--- src/rtl/rst_seq_pkg.sv ---
// Shared definitions for the ordered reset-release sequencer:
// FSM state encoding and the stage-index width helper.
package rst_seq_pkg;

  typedef enum logic [1:0] {
    ST_HOLD    = 2'd0,
    ST_RELEASE = 2'd1,
    ST_RUN     = 2'd2,
    ST_ASSERT  = 2'd3
  } seq_state_t;

  // Width of an index over n items, never less than one bit.
  function automatic int idx_width(input int n);
    return (n > 1) ? $clog2(n) : 1;
  endfunction

endpackage

--- src/rtl/rst_seq_timer.sv ---
// Shared delay counter: counts enabled cycles and flags the cycle whose
// count equals the terminal value, then restarts from zero.
module rst_seq_timer #(
  parameter int DELAY_W = 16
) (
  input  logic               clk,
  input  logic               rst,
  input  logic               clear,
  input  logic               enable,
  input  logic [DELAY_W-1:0] terminal,
  output logic               done
);

  logic [DELAY_W-1:0] cnt_r;
  logic               done_s;

  assign done_s = enable && (cnt_r == terminal);
  assign done   = done_s;

  // Counter: restarts on clear or at terminal count, otherwise advances when enabled.
  always_ff @(posedge clk or posedge rst) begin
    if (rst) begin
      cnt_r <= {DELAY_W{1'b0}};
    end else if (clear || done_s) begin
      cnt_r <= {DELAY_W{1'b0}};
    end else if (enable) begin
      cnt_r <= cnt_r + {{(DELAY_W-1){1'b0}}, 1'b1};
    end else begin
      cnt_r <= cnt_r;
    end
  end

endmodule

--- src/rtl/rst_sequencer.sv ---
// Ordered reset-release controller: holds all domains in reset, releases them
// one by one, then serves soft-reset requests over a 4-phase req/ack handshake.
module rst_sequencer
  import rst_seq_pkg::*;
#(
  parameter int NUM_STAGES  = 4,
  parameter int NUM_REQ     = 2,
  parameter int HOLD_CYCLES = 16,
  parameter int STAGE_DELAY = 1000,
  parameter int DELAY_W     = 16
) (
  input  logic                  clk,
  input  logic                  rst,
  input  logic [NUM_REQ-1:0]    soft_req,
  output logic [NUM_REQ-1:0]    soft_ack,
  output logic [NUM_STAGES-1:0] stage_rst,
  output logic                  sys_ready,
  output logic                  busy,
  output logic [NUM_REQ-1:0]    cause
);

  localparam int IDX_W = idx_width(NUM_STAGES);

  seq_state_t            state_r;
  logic [IDX_W-1:0]      idx_r;
  logic [NUM_REQ-1:0]    pending_r;
  logic [NUM_REQ-1:0]    mask_r;
  logic [NUM_REQ-1:0]    soft_ack_r;
  logic [NUM_STAGES-1:0] stage_rst_r;
  logic                  sys_ready_r;
  logic                  busy_r;
  logic [NUM_REQ-1:0]    cause_r;

  logic                  tmr_clear_s;
  logic                  tmr_enable_s;
  logic [DELAY_W-1:0]    tmr_term_s;
  logic                  tmr_done_s;
  logic [NUM_REQ-1:0]    eligible_s;
  logic                  last_stage_s;

  assign eligible_s   = soft_req & ~mask_r;
  assign last_stage_s = (idx_r == IDX_W'(NUM_STAGES - 1));

  rst_seq_timer #(.DELAY_W(DELAY_W)) u_timer (
    .clk      (clk),
    .rst      (rst),
    .clear    (tmr_clear_s),
    .enable   (tmr_enable_s),
    .terminal (tmr_term_s),
    .done     (tmr_done_s)
  );

  // Timer runs only in HOLD and RELEASE, with a per-state terminal count.
  always_comb begin
    tmr_clear_s  = 1'b1;
    tmr_enable_s = 1'b0;
    tmr_term_s   = DELAY_W'(STAGE_DELAY - 1);
    case (state_r)
      ST_HOLD: begin
        tmr_clear_s  = 1'b0;
        tmr_enable_s = 1'b1;
        tmr_term_s   = DELAY_W'(HOLD_CYCLES - 1);
      end
      ST_RELEASE: begin
        tmr_clear_s  = 1'b0;
        tmr_enable_s = 1'b1;
      end
      default: begin
        tmr_clear_s  = 1'b1;
        tmr_enable_s = 1'b0;
      end
    endcase
  end

  // Sequencer FSM with handshake bookkeeping and registered outputs.
  always_ff @(posedge clk or posedge rst) begin
    if (rst) begin
      state_r     <= ST_HOLD;
      idx_r       <= {IDX_W{1'b0}};
      pending_r   <= {NUM_REQ{1'b0}};
      mask_r      <= {NUM_REQ{1'b0}};
      soft_ack_r  <= {NUM_REQ{1'b0}};
      stage_rst_r <= {NUM_STAGES{1'b1}};
      sys_ready_r <= 1'b0;
      busy_r      <= 1'b1;
      cause_r     <= {NUM_REQ{1'b0}};
    end else begin
      soft_ack_r <= {NUM_REQ{1'b0}};
      case (state_r)
        ST_HOLD: begin
          if (tmr_done_s) begin
            state_r <= ST_RELEASE;
            idx_r   <= {IDX_W{1'b0}};
          end
        end
        ST_RELEASE: begin
          if (tmr_done_s) begin
            stage_rst_r[idx_r] <= 1'b0;
            if (last_stage_s) begin
              state_r     <= ST_RUN;
              sys_ready_r <= 1'b1;
              busy_r      <= 1'b0;
              soft_ack_r  <= pending_r;
              mask_r      <= mask_r | pending_r;
              pending_r   <= {NUM_REQ{1'b0}};
            end else begin
              idx_r <= idx_r + IDX_W'(1);
            end
          end
        end
        ST_RUN: begin
          // A request still high after its ack stays masked until seen low.
          mask_r <= mask_r & soft_req;
          if (eligible_s != {NUM_REQ{1'b0}}) begin
            pending_r   <= eligible_s;
            cause_r     <= eligible_s;
            state_r     <= ST_ASSERT;
            stage_rst_r <= {NUM_STAGES{1'b1}};
            sys_ready_r <= 1'b0;
            busy_r      <= 1'b1;
          end
        end
        ST_ASSERT: begin
          state_r <= ST_HOLD;
        end
        default: begin
          state_r <= ST_HOLD;
        end
      endcase
    end
  end

  assign soft_ack  = soft_ack_r;
  assign stage_rst = stage_rst_r;
  assign sys_ready = sys_ready_r;
  assign busy      = busy_r;
  assign cause     = cause_r;

endmodule

--- config.mk ---
export PLATFORM = sky130hd
export DESIGN_NAME = rst_sequencer
export DESIGN_NICKNAME = d
export VERILOG_FILES = /design/src/rtl/rst_seq_pkg.sv /design/src/rtl/rst_seq_timer.sv /design/src/rtl/rst_sequencer.sv
export SDC_FILE = /design/constraint.sdc
export NUM_CORES = 1
export LEC_CHECK = 0
export BUFFER_PORTS_ARGS = -buffer_cell sky130_fd_sc_hd__buf_2
export CAP_MARGIN = 30
export CORE_MARGIN = 4
export CORE_UTILIZATION = 40
export DETAILED_ROUTE_END_ITERATION = 12
export SYNTH_ARGS = -nofsm -noshare
export SYNTH_HDL_FRONTEND = slang
export SYNTH_SLANG_ARGS = --single-unit
--- constraint.sdc ---
create_clock -name clk -period 6.4 [get_ports clk]
set_clock_uncertainty 0.2 [all_clocks]
set_input_delay 0.64 -clock clk [delete_from_list [all_inputs] [get_ports clk]]
set_output_delay 0.64 -clock clk [all_outputs]
set_load 0.02 [all_outputs]
==> flow_summary.yaml <==
run_status:
  status: "finished clean"
global_route:
  track_usage: 0.150
  globalRouteOverflowTotal: 0
  antenna_found_initial: 0
  grt_max_degree: 35
  grt_pass1_wl_mm: 6.42
  grt_pass1_vias: 1405
worst_setup_path:
  path_max_fanout: 5
  r2r_end: "state_r[1]"
  path_class: "reg2reg"
  arrival_ps: 2590
  crit_end: "state_r[1]"
  worstSetupEndpointType: "register"
  critPathLaunch: "u_timer.cnt_r[14]"
  reg2reg_setup_slack_ps: 3780
  reg2regPathDepth: 5
  cp.required_ps: 6370
  worstReg2RegStart: "u_timer.cnt_r[14]"
  startpoint_type: "register"
synth:
  synth.area.top_cells: "dfrtp_1 (41%), dfstp_2 (7.4%), ha_1 (5.6%)"
  ys_seq_area_frac: 0.482
  ys_types: 46
  ys_warn_count: 0
  async_reset_ff_frac: 1.00
  syn-instance-count: 177
  netlist.area_leader.share: 0.408
  synth_edf_count: 0
  ys_ff_latch: 34
  synth_top_area_cell: "dfrtp_1"
  synth.avg_cell_area_sq_um: 10.1
  netlist_area_sq_um: 1780
  synth_flop_cell: "dfrtp_1"
  synth_nets: 189
route:
  routedWlPerCell_um: 14.3
  routed_wl_mm: 3.52
  drt_iter0_drc: 56
  drc_errors: 0
  ant_nets: 0
  drt_first_pass_iters: 4
  vias_per_cell: 5.33
  dr_total_vias: 1310
finish:
  antennaDiodeCount: 0
  areaGrowthSynthToFinish_pct: 14.6
  fin_util: 0.492
  final_area_sq_um: 2040
  nets: 207
  drive_gt1_frac: 0.173
  layout_common_cells: "dfrtp_1 (29), nor2_1 (24), nand2_1 (16)"
  final_common_cell: "dfrtp_1"
clocking:
  cts_resized: 0
  cts_tree: "done"
  cts_sinks: 34
  cts_max_path_buffers: 2
  root_buffer: "clkbuf_8"
  cts_hold_buf: 0
  clk_latency_ps: 290
  postCtsSetupRepairBufs: 0
  cts-buffers-inserted: 5
  clkTransAtPathRegs_ps: 70
  htree_levels: 2
placed_design:
  placed_area_sq_um: 1900
  io_buffers: 13
  gp_congestion: 0.858
  dp_hpwl_mm: 2.59
die:
  ios: 14
  fp-row-count: 23
  die_area_sq_um: 5580
  die-height_um: 74.7
  die_x_um: 74.7
  core_area_sq_um: 4140
  initial_core_util: 0.429
timing:
  worstMarginPinSlew_ps: 668
  rsz0062_at_grt: "no"
  fmax_mhz: 381
  hold_viol: 0
  min_period_ps: 2620
  report.final.slew_viol_count: 0
  slew_headroom: 0.554
  fin_crit_sh: 0.410
  final-setup-viol-count: 0
  tns_ps: 0
power:
  p_per_area_nw_per_um2: 227
  leakage_nw: 0.919
  vdd_drop_max_v: 0.000133
run:
  cap_viol_max_count: 0
worst_hold_path:
  min_path_type: "in2async"
-- flip-flops by register name, indices dropped and copies added (netlist names) --
| register | count |
|---|---|
| busy | 1 |
| state_r | 2 |
| pending_r | 2 |
| u_timer.cnt_r | 16 |
| stage_rst | 4 |
| sys_ready | 1 |
| cause | 2 |
| mask_r | 2 |
| idx_r | 2 |
| soft_ack | 2 |
-- cells by family after synthesis --
kind of cell | count (synthesis) | share of synthesized area
flip-flops | 34 | 0.482
AO/OA/AOI/OAI | 30 | 0.139
AND/OR/NAND/NOR | 73 | 0.200
multiplexers | 4 | 0.0232
buffers and inverters | 14 | 0.0302
adder cells (fa/ha/maj) | 8 | 0.0563
XOR/XNOR | 14 | 0.0689
-- layer usage --
| layer | global-route usage | part of all wire |
|---|---|---|
| met1 | 0.202 | 0.47 |
| met2 | 0.233 | 0.48 |
| met3 | 0.0414 | 0.042 |
| met4 | 0.0534 | 0.012 |
| met5 | 0 | 0 |
-- layout make-up --
cell class	count	area [sq um]
multi-input combinational	129	868
clock inverter	3	68.8
inverter	11	41.3
timing repair buffer	14	72.6
sequential	34	857
clock buffer	5	68.8
tap	50	62.6
fill	408	2100
-- metrics by stage --
| stage | hold slack, ps | setup WS, ps | total power, mW | instances |
|---|---|---|---|---|
| floorplan | 246 | 3880 | 0.226 | 177 |
| global placement | 259 | 3840 | 0.230 | 238 |
| detailed placement | 269 | 3780 | 0.230 | 238 |
| CTS | 239 | 3770 | 0.470 | 246 |
| global route | 266 | 3670 | 0.483 | 246 |
| finish | 229 | 3780 | 0.462 | 246 |
-- where the power goes --
part	internal [mW]	switching (mW)	total [mW]	leakage, nW
logic	0.00230	0.00624	0.00854	0.433
registers	0.216	0.000695	0.217	0.417
clock network	0.156	0.0808	0.237	0.0683
-- how the worst min path moves through the flow --
stage | from | end | slack (ps)
6_report | rst | cause[0] | 230
5_1_grt | rst | sys_ready | 270
3_3_place_gp | cause[1] | cause[1] | 260
4_1_cts | rst | soft_ack[1] | 240
3_5_place_dp | cause[0] | cause[0] | 270
2_1_floorplan | u_timer.cnt_r[0] | u_timer.cnt_r[0] | 250
-- critical path, stage by stage, from the launching register on --
cell and delay (ps):
dfrtp_1 410, or4_1 520, or4_4 520, a21o_4 230, a211oi_2 270, mux2_1 350
-- cell usage after synthesis (all sizes together) (4+ instances only) --
library cell	number
a21oi	5
dfrtp	29
dfstp	5
ha	8
inv	11
nand2	16
nand3	9
nor2	24
o21ai	4
xnor2	6
xor2	8
No activity file was read; power rests on OpenSTA's default activity.
